<file path="src/rtl/rom_pkg.sv">
// Shared definitions for the rom_stream lookup ROM.
//   - FSM state encoding for the scan sequencer
//   - default geometry and table-generation constants
//   - wrap_step(): +/-1 address step modulo an arbitrary depth
package rom_pkg;

  typedef enum logic [1:0] {
    StIdle,
    StScan,
    StDrain
  } state_e;

  localparam int unsigned DEF_WIDTH     = 4;
  localparam int unsigned DEF_DEPTH     = 8;
  localparam int unsigned DEF_INIT_BASE = 0;
  localparam int unsigned DEF_INIT_STEP = 2;

  // Next address in a run. The wrap is explicit because depth need not be a power of two.
  function automatic int unsigned wrap_step(int unsigned addr, logic dir, int unsigned depth);
    if (dir) begin
      return (addr == 0) ? depth - 1 : addr - 1;
    end
    return (addr == depth - 1) ? 0 : addr + 1;
  endfunction

endpackage

</file>
<file path="src/rtl/rom_core.sv">
// Storage array for rom_stream with an enabled, registered read port.
// Contents are fixed at elaboration: mem[i] = (INIT_BASE + INIT_STEP*i) mod 2^WIDTH.
// Ports:
//   clk    in   clock
//   rst_n  in   asynchronous active-low reset (clears the read register)
//   en     in   load the read register this cycle
//   addr   in   read address; addresses >= DEPTH read as zero
//   data   out  registered read data
module rom_core import rom_pkg::*; #(
  parameter int unsigned WIDTH     = DEF_WIDTH,
  parameter int unsigned DEPTH     = DEF_DEPTH,
  parameter int unsigned INIT_BASE = DEF_INIT_BASE,
  parameter int unsigned INIT_STEP = DEF_INIT_STEP,
  localparam int unsigned AW       = $clog2(DEPTH)
) (
  input  logic             clk,
  input  logic             rst_n,
  input  logic             en,
  input  logic [AW-1:0]    addr,
  output logic [WIDTH-1:0] data
);

  logic [WIDTH-1:0] mem [DEPTH];
  logic             in_range;
  logic [WIDTH-1:0] rd_word;

  for (genvar i = 0; i < DEPTH; i++) begin : g_init
    assign mem[i] = WIDTH'(INIT_BASE + INIT_STEP * i);
  end

  assign in_range = 32'(addr) < DEPTH;
  assign rd_word  = in_range ? mem[addr] : '0;

  always_ff @(posedge clk or negedge rst_n) begin
    if (!rst_n) begin
      data <= '0;
    end else if (en) begin
      data <= rd_word;
    end
  end

endmodule

</file>
<file path="src/rtl/rom_stream.sv">
// Lookup ROM with a valid/ready read port and a built-in address sequencer.
// Serves single random reads or streams a contiguous run of words (up/down, wrapping).
// Ports:
//   clk, rst_n         clock, asynchronous active-low reset
//   rd_req, rd_addr    random-read request/address; accepted when rd_req && rd_gnt
//   rd_gnt             combinational grant: idle, output free and no scan_start
//   scan_start         start a run (idle only); scan_base/scan_len/scan_dir describe it
//   scan_len           0 or > DEPTH means DEPTH words
//   scan_abort         terminate a run in progress
//   data, data_vld     registered output word and valid
//   data_rdy           consumer ready
//   data_last          final word of a run
//   err                one-cycle pulse for an out-of-range read or scan base
//   busy               sequencer not idle
module rom_stream import rom_pkg::*; #(
  parameter int unsigned WIDTH     = DEF_WIDTH,
  parameter int unsigned DEPTH     = DEF_DEPTH,
  parameter int unsigned INIT_BASE = DEF_INIT_BASE,
  parameter int unsigned INIT_STEP = DEF_INIT_STEP,
  localparam int unsigned AW       = $clog2(DEPTH)
) (
  input  logic             clk,
  input  logic             rst_n,
  input  logic             rd_req,
  input  logic [AW-1:0]    rd_addr,
  output logic             rd_gnt,
  input  logic             scan_start,
  input  logic [AW-1:0]    scan_base,
  input  logic [AW:0]      scan_len,
  input  logic             scan_dir,
  input  logic             scan_abort,
  output logic [WIDTH-1:0] data,
  output logic             data_vld,
  input  logic             data_rdy,
  output logic             data_last,
  output logic             err,
  output logic             busy
);

  localparam logic [AW:0] LEN_MAX = DEPTH[AW:0];
  localparam logic [AW:0] LEN_ONE = {{AW{1'b0}}, 1'b1};

  state_e        state_q, state_d;
  logic [AW-1:0] addr_q, addr_d;
  logic [AW:0]   cnt_q, cnt_d;     // words still to emit after the current one
  logic          dir_q, dir_d;
  logic          vld_q, vld_d;
  logic          last_q, last_d;
  logic          err_q, err_d;

  logic          free;
  logic          base_ok;
  logic          rd_ok;
  logic [AW:0]   len_eff;
  logic [AW-1:0] step_src;
  logic          step_dir;
  logic [AW-1:0] step_addr;
  logic          gnt;
  logic          core_en;
  logic [AW-1:0] core_addr;

  assign free    = !vld_q || data_rdy;
  assign base_ok = 32'(scan_base) < DEPTH;
  assign rd_ok   = 32'(rd_addr) < DEPTH;

  always_comb begin
    if (scan_len == '0 || 32'(scan_len) > DEPTH) begin
      len_eff = LEN_MAX;
    end else begin
      len_eff = scan_len;
    end
  end

  // In idle the step is taken from the incoming base so the second word is ready next cycle.
  always_comb begin
    if (state_q == StIdle) begin
      step_src = scan_base;
      step_dir = scan_dir;
    end else begin
      step_src = addr_q;
      step_dir = dir_q;
    end
    step_addr = AW'(wrap_step(32'(step_src), step_dir, DEPTH));
  end

  always_comb begin
    state_d   = state_q;
    addr_d    = addr_q;
    cnt_d     = cnt_q;
    dir_d     = dir_q;
    vld_d     = vld_q;
    last_d    = last_q;
    err_d     = 1'b0;
    gnt       = 1'b0;
    core_en   = 1'b0;
    core_addr = addr_q;

    case (state_q)
      StIdle: begin
        if (free) begin
          // Whatever was on the output has been taken; empty unless refilled below.
          vld_d  = 1'b0;
          last_d = 1'b0;
          if (scan_start) begin
            if (base_ok) begin
              core_en   = 1'b1;
              core_addr = scan_base;
              vld_d     = 1'b1;
              dir_d     = scan_dir;
              addr_d    = step_addr;
              cnt_d     = len_eff - LEN_ONE;
              if (len_eff == LEN_ONE) begin
                last_d  = 1'b1;
                state_d = StDrain;
              end else begin
                state_d = StScan;
              end
            end else begin
              err_d = 1'b1;
            end
          end else begin
            gnt = 1'b1;
            if (rd_req) begin
              core_en   = 1'b1;
              core_addr = rd_addr;
              vld_d     = 1'b1;
              err_d     = !rd_ok;
            end
          end
        end
      end

      StScan: begin
        if (scan_abort) begin
          state_d = StIdle;
          vld_d   = 1'b0;
          last_d  = 1'b0;
          cnt_d   = '0;
        end else if (free) begin
          core_en = 1'b1;
          vld_d   = 1'b1;
          addr_d  = step_addr;
          cnt_d   = cnt_q - LEN_ONE;
          if (cnt_q == LEN_ONE) begin
            last_d  = 1'b1;
            state_d = StDrain;
          end
        end
      end

      StDrain: begin
        if (scan_abort) begin
          state_d = StIdle;
          vld_d   = 1'b0;
          last_d  = 1'b0;
          cnt_d   = '0;
        end else if (free) begin
          state_d = StIdle;
          vld_d   = 1'b0;
          last_d  = 1'b0;
        end
      end

      default: begin
        state_d = StIdle;
        vld_d   = 1'b0;
        last_d  = 1'b0;
        cnt_d   = '0;
      end
    endcase
  end

  always_ff @(posedge clk or negedge rst_n) begin
    if (!rst_n) begin
      state_q <= StIdle;
      addr_q  <= '0;
      cnt_q   <= '0;
      dir_q   <= 1'b0;
      vld_q   <= 1'b0;
      last_q  <= 1'b0;
      err_q   <= 1'b0;
    end else begin
      state_q <= state_d;
      addr_q  <= addr_d;
      cnt_q   <= cnt_d;
      dir_q   <= dir_d;
      vld_q   <= vld_d;
      last_q  <= last_d;
      err_q   <= err_d;
    end
  end

  rom_core #(
    .WIDTH    (WIDTH),
    .DEPTH    (DEPTH),
    .INIT_BASE(INIT_BASE),
    .INIT_STEP(INIT_STEP)
  ) u_core (
    .clk  (clk),
    .rst_n(rst_n),
    .en   (core_en),
    .addr (core_addr),
    .data (data)
  );

  // Gated by reset so the grant reads 0 while the block is held in reset.
  assign rd_gnt    = rst_n && gnt;
  assign data_vld  = vld_q;
  assign data_last = last_q;
  assign err       = err_q;
  assign busy      = (state_q != StIdle);

endmodule
</file>
<file path="config.mk">
export PLATFORM = sky130hd
export DESIGN_NAME = rom_stream
export DESIGN_NICKNAME = d
export VERILOG_FILES = /design/src/rtl/rom_pkg.sv /design/src/rtl/rom_core.sv /design/src/rtl/rom_stream.sv
export SDC_FILE = /design/constraint.sdc
export NUM_CORES = 1
export LEC_CHECK = 0
export ABC_AREA = 1
export CAP_MARGIN = 20
export CORE_ASPECT_RATIO = 0.7
export CORE_MARGIN = 4
export CORE_UTILIZATION = 50
export DETAILED_ROUTE_END_ITERATION = 8
export PLACE_DENSITY = 0.89
export REMOVE_ABC_BUFFERS = 1
export SKIP_LAST_GASP = 1
export SLEW_MARGIN = 40
export SYNTH_ARGS = -nofsm -noshare
export SYNTH_HDL_FRONTEND = slang
export SYNTH_SLANG_ARGS = --single-unit
export TNS_END_PERCENT = 100
</file>
<file path="constraint.sdc">
create_clock -name clk -period 4.3 [get_ports clk]
set_clock_uncertainty 0.05 [all_clocks]
set_input_delay 0.43 -clock clk [delete_from_list [all_inputs] [get_ports clk]]
set_output_delay 0.43 -clock clk [all_outputs]
set_load 0.01 [all_outputs]
</file>
Yosys cells after proc, flatten, opt, wreduce, memory -nomap -nowiden. Memory sizes are Yosys's and may differ from the RTL's. A register that Yosys moved wholly into a read port is not among the register bits. Index checks and enable logic that the tools add are counted.

Memory bits (writable): 0. Register bits: 12. Bits in latches: 0. Output and inout port bits: 9. Memories kept: 1. ROM bits: 32. Input bits: 17. Logic and storage cells: 96.

Add/sub/neg operators: 4. Eq/ne operators: 13. Reduce and logical (&&, ||, !) cells: 16. Shifts and indexed selects: 0. Bitwise logic cells: 1. Divide/modulo/power cells: 0. Muxes and demuxes: 54. Multipliers: 0. Magnitude comparators: 1.

Memories: (no name shown) (words 8, bits a word 4, rd ports 1, clocked after memory_dff 1, wr ports 0, RTL line rom_core.sv:32) `assign rd_word = in_range ? mem[addr] : '0;`.

Operators with widths (number): $mux W3 (13); $mux W4 (6); $mux W1 (21); $mux W2 (8); $pmux W4 S3 (1); $ne A2 B2 Y1 const B (5); $reduce_and A5 Y1 (2); $ne A3 B3 Y1 const B (3); $eq A4 B1 Y1 const B (2); $reduce_and A4 Y1 (2); $sub A4 B1 Y4 const B (2); $pmux W1 S3 (2); $pmux W2 S3 (1); $pmux W3 S2 (1); $reduce_and A3 Y1 (2); $gt A4 B4 Y1 const B (1); $logic_not A4 Y1 (1); $not A3 Y4 (1); $reduce_bool A2 Y1 (2); $add A3 B1 Y3 const B (1); $eq A3 B3 Y1 const B (1); $logic_not A3 Y1 (1); $sub A3 B1 Y3 const B (1); $eq A2 B1 Y1 const B (1); other kinds (6) (8).

Depth between registers and ports, before layout. Gate-level depths: netlist (run 1).

Depth in word-level cells: 9. Mapped depth: 12. Depth with buffers taken out: 11.

Modules after synthesis. From an unflattened synthesis (run 1), not the netlist that was laid out.

Cell total of the unflattened synthesis: 184. Area total of the unflattened synthesis: 1221.2 um2.

Modules (own cells, without submodules): rom_stream (instances 1, area an instance 1097.3 um2, seq. area each 300.3 um2, cells each 169); rom_core (instances 1, area an instance 123.9 um2, seq. area each 75.1 um2, cells each 15).

Worst setup path after synthesis (run 1). Ideal clock, no wire load.

Path kind: register to register. Start point: register state_q[1]. End point: register addr_q[2]. Arrival: 1.580 ns. Clock period less this slack: 1.751 ns. Path buffers: 1. Path slack: 2.549 ns. Library setup time: 0.120 ns. Stages on the path, launching flop included: 13. Required time: 4.130 ns. Cells stage by stage: dfrtp_1 > nor2_2 > buf_4 > nor2_1 > a21oi_2 > inv_1 > ha_1 > inv_1 > nand3_1 > nand3_1 > nand2_1 > nand2_1 > nand2_1.

Longest elaborated chain between the ends: 9. Elaborated cells on any way between the ends: 24. Classes of those cells: add/sub: 2; eq/ne: 6; mux: 12; reduce/logical: 4.

Ends and longest elaborated chain: from (decl) (RTL line rom_stream.sv:43) `state_e state_q, state_d;`; from (signal assigned) (RTL line rom_stream.sv:175) `state_q <= StIdle;`; from (signal assigned) (RTL line rom_stream.sv:183) `state_q <= state_d;`; $logic_not A2 Y1 (RTL line rom_stream.sv:76, rom_stream.sv:98); $mux W3 (RTL line rom_stream.sv:76) `if (state_q == StIdle) begin`; $sub A3 B1 Y3 / $logic_not A3 Y1 (equally long branches) (RTL line rom_pkg.sv:21) `return (addr == 0) ? depth - 1 : addr - 1;`; $mux W3 (RTL line rom_pkg.sv:21); $mux W3 (RTL line rom_pkg.sv:20) `if (dir) begin`; $mux W3 (RTL line rom_pkg.sv:23) `return (addr == depth - 1) ? 0 : addr + 1;`; $mux W3 (on tied branches) (RTL line rom_stream.sv:139, rom_stream.sv:104); $mux W3 (on tied branches) (RTL line rom_stream.sv:134, rom_stream.sv:100); $pmux W3 S2 (RTL line rom_stream.sv:98) `case (state_q)`; to (signal assigned) (RTL line rom_stream.sv:184) `addr_q <= addr_d;`; to (decl) (RTL line rom_stream.sv:44) `logic [AW-1:0] addr_q, addr_d;`.

Parallel ways exist; a longest one is shown, timed or not. The select of a mux whose other input is x is not followed. A chain may end at the register's enable or synchronous reset.

Worst setup path after layout (run 1).
Start point: input rst_n. End point: output rd_gnt.

Longest elaborated chain between the ends: 1.

Ends and longest elaborated chain: from (decl) (RTL line rom_stream.sv:23) `input logic rst_n,`; $logic_and A1 B1 Y1 (RTL line rom_stream.sv:207) `assign rd_gnt = rst_n && gnt;`; to (decl) (RTL line rom_stream.sv:26) `output logic rd_gnt,`.

No other way between the ends.

==> results.sh, run 1 <==
export IMPL_status="completed"
export IMPL_netlist_area_leader_share_pct=32.0
export IMPL_grt_pass1_vias=1128
export IMPL_total_switching_power_uw=518
export IMPL_required_ns=3.82
export IMPL_period_minus_slack_ns=2.62
export IMPL_root_buffer="clkbuf_4"
export IMPL_synth_area_um2=1170
export IMPL_p_seq_share_pct=25.5
export IMPL_layout_commonest_cell="nand2_1"
export IMPL_mostFrequentLayoutCells="58 x nand2_1, 23 x clkdlybuf4s50_1, 21 x inv_1, 19 x nand3_1, 15 x dfrtp_1"
export IMPL_critPathMaxFanout=16
export IMPL_clockBufferDepth=2
export IMPL_synth_simple_gate_area_share_pct=40.4
export IMPL_cts_tree="done"
export IMPL_io_pins=26
export IMPL_setup_viol=0
export IMPL_drcViolationCount=0
export IMPL_area_delta_synth_final_pct=23.3
export IMPL_post_route_period_util_pct=61.0
export IMPL_ant_nets=0
export IMPL_n_antenna_cell=0
export IMPL_worstMarginPinSlew_ns=0.728
export IMPL_synth_top_area_cell="dfrtp_1"
export IMPL_muxShareOfSynthArea_pct=0
export IMPL_initialDrtViolationCount=73
export IMPL_maxCapViolCount=0
export IMPL_clockPowerShare_pct=8.1
export IMPL_via_per_inst=5.27
export IMPL_synth_cells=177
export IMPL_ctsHoldBuffers=0
export IMPL_grt_ovfl_total=0
export IMPL_ys_types=24
export IMPL_finish_instance_area_um2=1450
export IMPL_die_area_um2=3200
export IMPL_globalplace_congestion=0.872
export IMPL_power_density_nw_per_um2=709
export IMPL_p_int_uw=507
export IMPL_relSlewSlack_pct=51.3
export IMPL_synth_yosys_seq_area_share_pct=32.0
export IMPL_crit_path_end_kind="output port"
export IMPL_rows=14
export IMPL_die_h_um=48.5
export IMPL_setup_tns_ns=0
export IMPL_routedWlPerCell_um=12.6
export IMPL_grt_max_degree=17
export IMPL_hp_start="data_last"
export IMPL_finalMaxSlewViolations=0
export IMPL_coreArea_um2=2190
export IMPL_synthTopCellsByArea="dfrtp_1 32%, nand2_1 19%, nand3_1 8.1%"
export IMPL_synthAdderAreaFrac_pct=7.47
export IMPL_p_leak_uw=0.000743
export IMPL_grt_pass1_wl_mm=4.86
export IMPL_yosys_warnings=0
export IMPL_hold_violations=0
export IMPL_yosys_register_bits=15
export IMPL_clock_sinks=15
export IMPL_crit_arrival_ns=2.14
export IMPL_die_x_um=65.9
export IMPL_peakVddDrop_mv=0.349
export IMPL_grt_setup_unrepaired="false"
export IMPL_clock_fmax_ghz=0.381
export IMPL_via_count=1229
export IMPL_critPathLaunch="rst_n"
export IMPL_finalNetCount=226
export IMPL_r2r_setup_slack_ns=2.21
export IMPL_yosys_area_share_xor_xnor_pct=0.747
export IMPL_postRouteWirelength_mm=2.93
export IMPL_dr_pass1_iters=4
export IMPL_drive_gt1_share_pct=6.97
export IMPL_crit_path_start_kind="primary input"
export IMPL_post_dp_cell_area_um2=1420
export IMPL_comb_power_share_pct=66.4
export IMPL_dp_hpwl_mm=2.32
export IMPL_numCtsBuffers=3
export IMPL_clk_pin_slew_worst_paths_ns=0.08
export IMPL_start_util_pct=53.5
export IMPL_cts_resized_gates=0
export IMPL_avgSynthCellArea_um2=6.62
export IMPL_synth_compound_area_share_pct=8.96
export IMPL_insertion_delay_ns=0.30
export IMPL_htreeDepth=1
export IMPL_worstSetupPathType="primary input to output port"
export IMPL_hold_class="flop to flop"
export IMPL_antenna_found_initial=0
export IMPL_post_cts_buffers=0
export IMPL_grt_total_usage_pct=19.4
export IMPL_timing_rr_start="state_q[0]"
export IMPL_swShare_pct=50.5
export IMPL_io_buffers=23
export IMPL_synth_top_family_by_area="simple AND/OR/NAND/NOR gates"
## cell type report
type | count | area, µm²
multi-input cells | 135 | 683
well taps | 32 | 40.0
repair buffers | 23 | 230
inverters | 24 | 90.1
fillers | 191 | 744
flip-flops and latches | 15 | 375
clock buffers | 4 | 26.3
## state kept, by name (all words and copies together), names as in the netlist
register,flops
dir_q,1
addr_q,3
state_q,2
data_vld,1
cnt_q,4
data_last,1
u_core.data,3
## through the flow
| step | utilization (%) | setup WS, ns | std cells | total power, µW | hold slack (ns) |
|---|---|---|---|---|---|
| 2_1_floorplan | - | 2.50 | 174 | 730 | 0.0844 |
| 3_3_place_gp | 64.8 | 1.68 | 229 | 903 | 0.413 |
| 4_1_cts | 66.0 | 1.63 | 233 | 1020 | 0.450 |
| 5_1_grt | 66.0 | 1.54 | 233 | 1130 | 0.487 |
| 6_report | 66.0 | 1.68 | 233 | 1020 | 0.438 |
| 3_5_place_dp | 64.8 | 1.63 | 229 | 934 | 0.427 |
## metal layers
metal | GRT usage [%] | routed length, µm | part of all wire [%]
met5 | 0 | 0 | 0
met4 | 4.14 | 6 | 0.21
met3 | 6.25 | 216 | 7.4
met2 | 30.4 | 1360 | 46
met1 | 25.9 | 1340 | 46
## power groups by stage
stage          sequential, µW  clock (µW)  combinational, µW
4_1_cts                   261        84.3                674
2_1_floorplan             268           0                463
5_1_grt                   272        92.7                768
3_5_place_dp              264           0                670
6_report                  261        83.4                680
3_3_place_gp              259           0                644
## critical path, stage by stage
cell,delay [ns]
clkdlybuf4s50_1,0.94
nand2_1,0.11
nor2_1,0.11
clkdlybuf4s50_1,0.54
## synthesized netlist by cell type
cell / n
a21oi_1: 1
a21oi_2: 2
buf_2: 1
buf_4: 3
conb_1: 1
dfrtp_1: 15
ha_1: 7
inv_1: 21
inv_2: 3
nand2_1: 58
nand2_2: 2
nand2_4: 1
nand3_1: 19
nand3b_1: 2
nand4_1: 8
nor2_1: 13
nor2_2: 3
nor3_1: 1
o21a_1: 1
o21ai_0: 8
o21ai_1: 3
o21bai_1: 1
o22ai_1: 2
xnor2_1: 1
## worst paths after layout
check,endpoint,cells after the start
min in group asynchronous,addr_q[1],1
worst min-delay path,data_last,2
worst max-delay path,rd_gnt,4
max in group asynchronous,state_q[0],1
worst max register to register,addr_q[2],11
worst min register to register,data_last,2
## cells by family after synthesis
group,count (synthesis)
buf+inv,28
simple gates,107
compound gates,18
xor+xnor,1
fa+ha+maj,7
other cells,1
flops,15
(Power assumes the default switching activity.)
==> inputs of run 2 (changes only) <==
--- a/config.mk
+++ b/config.mk
@@ -9,9 +9,9 @@
 export CAP_MARGIN = 20
 export CORE_ASPECT_RATIO = 0.7
 export CORE_MARGIN = 4
-export CORE_UTILIZATION = 50
+export CORE_UTILIZATION = 45
 export DETAILED_ROUTE_END_ITERATION = 8
-export PLACE_DENSITY = 0.89
+export PLACE_DENSITY = 0.85
 export REMOVE_ABC_BUFFERS = 1
 export SKIP_LAST_GASP = 1
 export SLEW_MARGIN = 40
==> constraint.sdc (replaced) <==
create_clock -name clk -period 2.2 [get_ports clk]
set_clock_uncertainty 0.05 [all_clocks]
set_input_delay 0.22 -clock clk [delete_from_list [all_inputs] [get_ports clk]]
set_output_delay 0.22 -clock clk [all_outputs]
set_load 0.01 [all_outputs]
==> results.sh, run 2 (synthesized netlist as in run 1, its figures left out) <==
export IMPL_peakVddDrop_mv=0.761
export IMPL_setup_tns_ns=0
export IMPL_grt_pass1_wl_mm=4.93
export IMPL_clock_sinks=15
export IMPL_layout_commonest_cell="nand2_1"
export IMPL_routedWlPerCell_um=11.9
export IMPL_worstSetupPathType="flop to output port"
export IMPL_initialDrtViolationCount=99
export IMPL_root_buffer="clkbuf_8"
export IMPL_clock_fmax_ghz=0.499
export IMPL_postRouteWirelength_mm=2.83
export IMPL_ctsHoldBuffers=0
export IMPL_hold_violations=0
export IMPL_via_count=1206
export IMPL_critPathMaxFanout=8
export IMPL_die_x_um=69.0
export IMPL_crit_arrival_ns=1.73
export IMPL_grt_ovfl_total=0
export IMPL_ant_nets=0
export IMPL_insertion_delay_ns=0.25
export IMPL_grt_pass1_vias=1058
export IMPL_maxCapViolCount=0
export IMPL_fillers=244
export IMPL_area_delta_synth_final_pct=28.2
export IMPL_grt_setup_unrepaired="false"
export IMPL_numCtsBuffers=3
export IMPL_clockBufferDepth=2
export IMPL_drcViolationCount=0
export IMPL_post_cts_buffers=0
export IMPL_htreeDepth=1
export IMPL_mostFrequentLayoutCells="58 x nand2_1, 23 x clkdlybuf4s50_1, 21 x inv_1, 19 x nand3_1, 15 x dfrtp_1"
export IMPL_drive_gt1_share_pct=9.27
export IMPL_post_route_period_util_pct=91.0
export IMPL_largest_register="cnt_q"
export IMPL_io_pins=26
export IMPL_hold_class="primary input to asynchronous set/reset pin"
export IMPL_rows=15
export IMPL_grt_max_degree=16
export IMPL_die_area_um2=3500
export IMPL_grt_total_usage_pct=17.5
export IMPL_finish_instance_area_um2=1500
export IMPL_finalNetCount=230
export IMPL_period_minus_slack_ns=2.00
export IMPL_status="completed"
export IMPL_top_regs="cnt_q x4, addr_q x3, u_core.data x3"
export IMPL_die_h_um=50.7
export IMPL_dp_hpwl_mm=2.29
export IMPL_whs_ns=0.294
export IMPL_cts_tree="done"
export IMPL_required_ns=1.93
export IMPL_finalMaxSlewViolations=0
export IMPL_globalplace_congestion=0.881
export IMPL_via_per_inst=5.05
export IMPL_largest_reg_flops=4
export IMPL_io_buffers=23
export IMPL_crit_path_end_kind="output port"
export IMPL_clk_pin_slew_worst_paths_ns=0.06
export IMPL_antenna_found_initial=0
export IMPL_crit_path_start_kind="flop"
export IMPL_setup_viol=0
export IMPL_power_density_nw_per_um2=1390
export IMPL_dr_pass1_iters=4
export IMPL_post_dp_cell_area_um2=1450
export IMPL_coreArea_um2=2480
export IMPL_start_util_pct=47.3
export IMPL_n_antenna_cell=0
export IMPL_p_leak_uw=0.000774
export IMPL_power_uw=2090
## run 2: cell count changes in the layout (fill, tap and decap cells not counted)
cell      change
buf_4         +4
clkbuf_4      -3
clkbuf_8      +3
clkbuf_1      -1
clkinv_2      +1
nor2_2        -1
nor2_4        +1
## run 2: stage by stage
step           std cells  setup slack (ns)  util [%]
6_report             239             0.198      60.7
5_1_grt              239            0.0992      60.7
4_1_cts              239             0.106      60.5
3_5_place_dp         235             0.332      58.6
3_3_place_gp         235             0.369      58.6
2_1_floorplan        174             0.396         -
## run 2: worst paths after layout
check | slack [ns] | startpoint | cells after the start | end
setup / recovery | 0.20 | state_q[1] | 4 | rd_gnt
hold / removal | 0.29 | rst_n | 2 | data_vld
setup reg to reg | 0.43 | state_q[1] | 11 | addr_q[2]
hold reg to reg | 0.43 | u_core.data[3] | 2 | u_core.data[3]
max in group asynchronous | 1.62 | rst_n | 2 | cnt_q[1]
min in group clk | 0.43 | u_core.data[3] | 2 | u_core.data[3]
## run 2: report_power, final
| group | internal (µW) | switching (µW) |
|---|---|---|
| Combinational | 534 | 815 |
| Sequential | 416 | 101 |
| Clock | 126 | 101 |
## run 2: final cells by class
cell class                      instances  area, µm²  area share (%)
Clock buffer                            3       41.3            2.75
Clock inverter                          1       5.00           0.333
Inverter                               24       90.1            6.00
Multi-Input combinational cell        135        688            45.8
Sequential cell                        15        375            25.0
Tap cell                               34       42.5            2.83
Timing Repair Buffer                   27        260            17.3
## run 2: metal layers
layer | GRT usage [%] | wire, µm
met1 | 26.6 | 1490
met2 | 23.6 | 1100
met3 | 5.80 | 234
met4 | 2.92 | 8
met5 | 0 | 0
## run 2: timing repair
item,in CTS,in global routing
resized for setup,0,1
endpoints found under the setup margin,0,1
endpoints found under the hold margin,0,0
## run 2: worst max-delay path: stages, from the launching register on
cell             delay (ns)
dfrtp_1                0.47
nor2_4                 0.21
nand2_2                0.12
nor2_1                 0.13
clkdlybuf4s50_1        0.54
==> inputs of run 3 (changes only) <==
--- a/config.mk
+++ b/config.mk
@@ -9,9 +9,10 @@
 export CAP_MARGIN = 20
 export CORE_ASPECT_RATIO = 0.7
 export CORE_MARGIN = 4
-export CORE_UTILIZATION = 45
+export CORE_UTILIZATION = 50
 export DETAILED_ROUTE_END_ITERATION = 8
-export PLACE_DENSITY = 0.85
+export DONT_BUFFER_PORTS = 1
+export PLACE_DENSITY = 0.78
 export REMOVE_ABC_BUFFERS = 1
 export SKIP_LAST_GASP = 1
 export SLEW_MARGIN = 40
==> results.sh, run 3 (synthesized netlist as in run 1, its figures left out) <==
export IMPL_largest_reg_flops=4
export IMPL_antenna_found_initial=0
export IMPL_dr_pass1_iters=7
export IMPL_worstMarginPinSlew_ns=0.674
export IMPL_die_area_um2=3200
export IMPL_grt_pass1_wl_mm=4.74
export IMPL_worstSetupPathType="flop to flop"
export IMPL_post_route_period_util_pct=85.8
export IMPL_cp_common_cell="nand2_1"
export IMPL_via_count=1136
export IMPL_finalMaxSlewViolations=0
export IMPL_clk_pin_slew_worst_paths_ns=0.10
export IMPL_period_minus_slack_ns=1.89
export IMPL_comb_power_share_pct=62.3
export IMPL_timing_rr_start="state_q[0]"
export IMPL_grt_ovfl_total=0
export IMPL_crit_path_start_kind="flop"
export IMPL_r2r_setup_slack_ns=0.31
export IMPL_status="completed"
export IMPL_grt_total_usage_pct=19.1
export IMPL_cts_tree="done"
export IMPL_mostFrequentLayoutCells="58 x nand2_1, 21 x inv_1, 19 x nand3_1, 15 x dfrtp_1, 13 x nor2_1"
export IMPL_layout_commonest_cell="nand2_1"
export IMPL_die_x_um=65.9
export IMPL_p_seq_share_pct=28.9
export IMPL_relSlewSlack_pct=54.9
export IMPL_root_buffer="clkbuf_4"
export IMPL_drive_gt1_share_pct=8.89
export IMPL_crit_path_end_kind="flop"
export IMPL_grt_pass1_vias=1078
export IMPL_p_leak_uw=0.000666
export IMPL_ant_nets=0
export IMPL_swShare_pct=53.1
export IMPL_crit_chain="nor2_2, nor2_1, a21oi_2, inv_1, ha_1, inv_1, nand3_1, nand3_1, nand2_1, nand2_1, nand2_1"
export IMPL_setup_tns_ns=0
export IMPL_crit_family="simple AND/OR/NAND/NOR gates"
export IMPL_postRouteWirelength_mm=2.79
export IMPL_total_switching_power_uw=999
export IMPL_cp_endpoint="addr_q[2]"
export IMPL_seq_area_um2=375
export IMPL_routedWlPerCell_um=13.2
export IMPL_grt_setup_unrepaired="false"
export IMPL_insertion_delay_ns=0.30
export IMPL_clockBufferDepth=2
export IMPL_critPathMaxFanout=7
export IMPL_ff2ff_path_depth=11
export IMPL_die_h_um=48.5
export IMPL_hold_violations=0
export IMPL_critPathLaunch="state_q[0]"
export IMPL_power_density_nw_per_um2=1520
export IMPL_rows=14
export IMPL_multi_input_area_um2=683
export IMPL_clock_sinks=15
export IMPL_coreArea_um2=2190
export IMPL_critPathBufInv=2
export IMPL_io_pins=26
export IMPL_drcViolationCount=0
export IMPL_r2r_end="addr_q[2]"
export IMPL_top_regs="cnt_q x4, addr_q x3, u_core.data x3"
export IMPL_n_antenna_cell=0
export IMPL_p_int_uw=882
export IMPL_finalNetCount=205
export IMPL_cp_depth=11
export IMPL_clockPowerShare_pct=8.8
export IMPL_post_cts_buffers=0
export IMPL_maxCapViolCount=0
export IMPL_grt_max_degree=16
export IMPL_initialDrtViolationCount=66
export IMPL_setup_viol=0
export IMPL_globalplace_congestion=0.848
export IMPL_crit_arrival_ns=2.01
export IMPL_clock_fmax_ghz=0.530
export IMPL_whs_ns=0.0750
export IMPL_dp_hpwl_mm=2.32
export IMPL_fillers=207
export IMPL_largest_register="cnt_q"
export IMPL_start_util_pct=53.5
export IMPL_numCtsBuffers=3
export IMPL_htreeDepth=1
export IMPL_hold_class="primary input to flop"
export IMPL_peakVddDrop_mv=0.633
export IMPL_hold_path_depth=2
export IMPL_io_buffers=0
export IMPL_via_per_inst=5.36
export IMPL_cpMaxStageDelayCell="dfrtp_1"
export IMPL_critPathMaxStageDelay_ns=0.46
export IMPL_required_ns=2.33
export IMPL_area_delta_synth_final_pct=5.23
-- run 3: cell types whose count changed in the layout (fill, tap and decap cells not counted), moves of 3 or more --
cell / previous run / this run
clkdlybuf4s50_1: 23 / 0
clkbuf_8: 3 / 0
clkbuf_4: 0 / 3
buf_4: 4 / 1
-- run 3: power by group through the flow --
stage / Combinational (µW) / Clock (µW) / Sequential [µW]
after floorplan: 904 / 0 / 523
after global placement: 1100 / 0 / 539
after detailed placement: 1150 / 0 / 550
after CTS: 1170 / 166 / 543
after global routing: 1350 / 183 / 564
final: 1170 / 166 / 543
-- run 3: per-stage QoR --
stage | util [%] | setup slack [ns] | power, µW | std cells | area, µm²
after detailed placement | 54.6 | 0.366 | 1700 | 207 | 1200
after global routing | 56.3 | 0.129 | 2090 | 212 | 1230
after global placement | 54.6 | 0.482 | 1640 | 207 | 1200
final | 56.3 | 0.313 | 1880 | 212 | 1230
after floorplan | - | 0.396 | 1430 | 174 | 1150
after CTS | 56.3 | 0.339 | 1880 | 212 | 1230
-- run 3: repair_timing --
item,4_1_cts,5_1_grt
hold buffers,1,0
resized for setup,0,0
endpoints found under the hold margin,15,0
-- run 3: worst min path at each step --
stage / start / endpoint / slack [ns]
global route: scan_dir / dir_q / 0.10
finish: scan_dir / dir_q / 0.07
global placement: rst_n / cnt_q[0] / -0.12
floorplan: rst_n / addr_q[0] / -0.13
CTS: scan_dir / dir_q / 0.08
detailed placement: rst_n / data_last / -0.12
-- run 3: cell type report --
class / count / share of cell area (%)
repair buffers: 2 / 1.42
clock buffers: 3 / 1.83
clock inverters: 1 / 0.406
multi-input cells: 135 / 55.4
flip-flops and latches: 15 / 30.4
inverters: 24 / 7.30
well taps: 32 / 3.25
-- run 3: layer usage --
layer	vias to the layer above	wire length, µm	track usage [%]
met5	-	0	0
met4	0	11	4.83
met3	4	300	6.48
met2	61	1240	28.1
met1	501	1240	26.6
li1	570	-	-
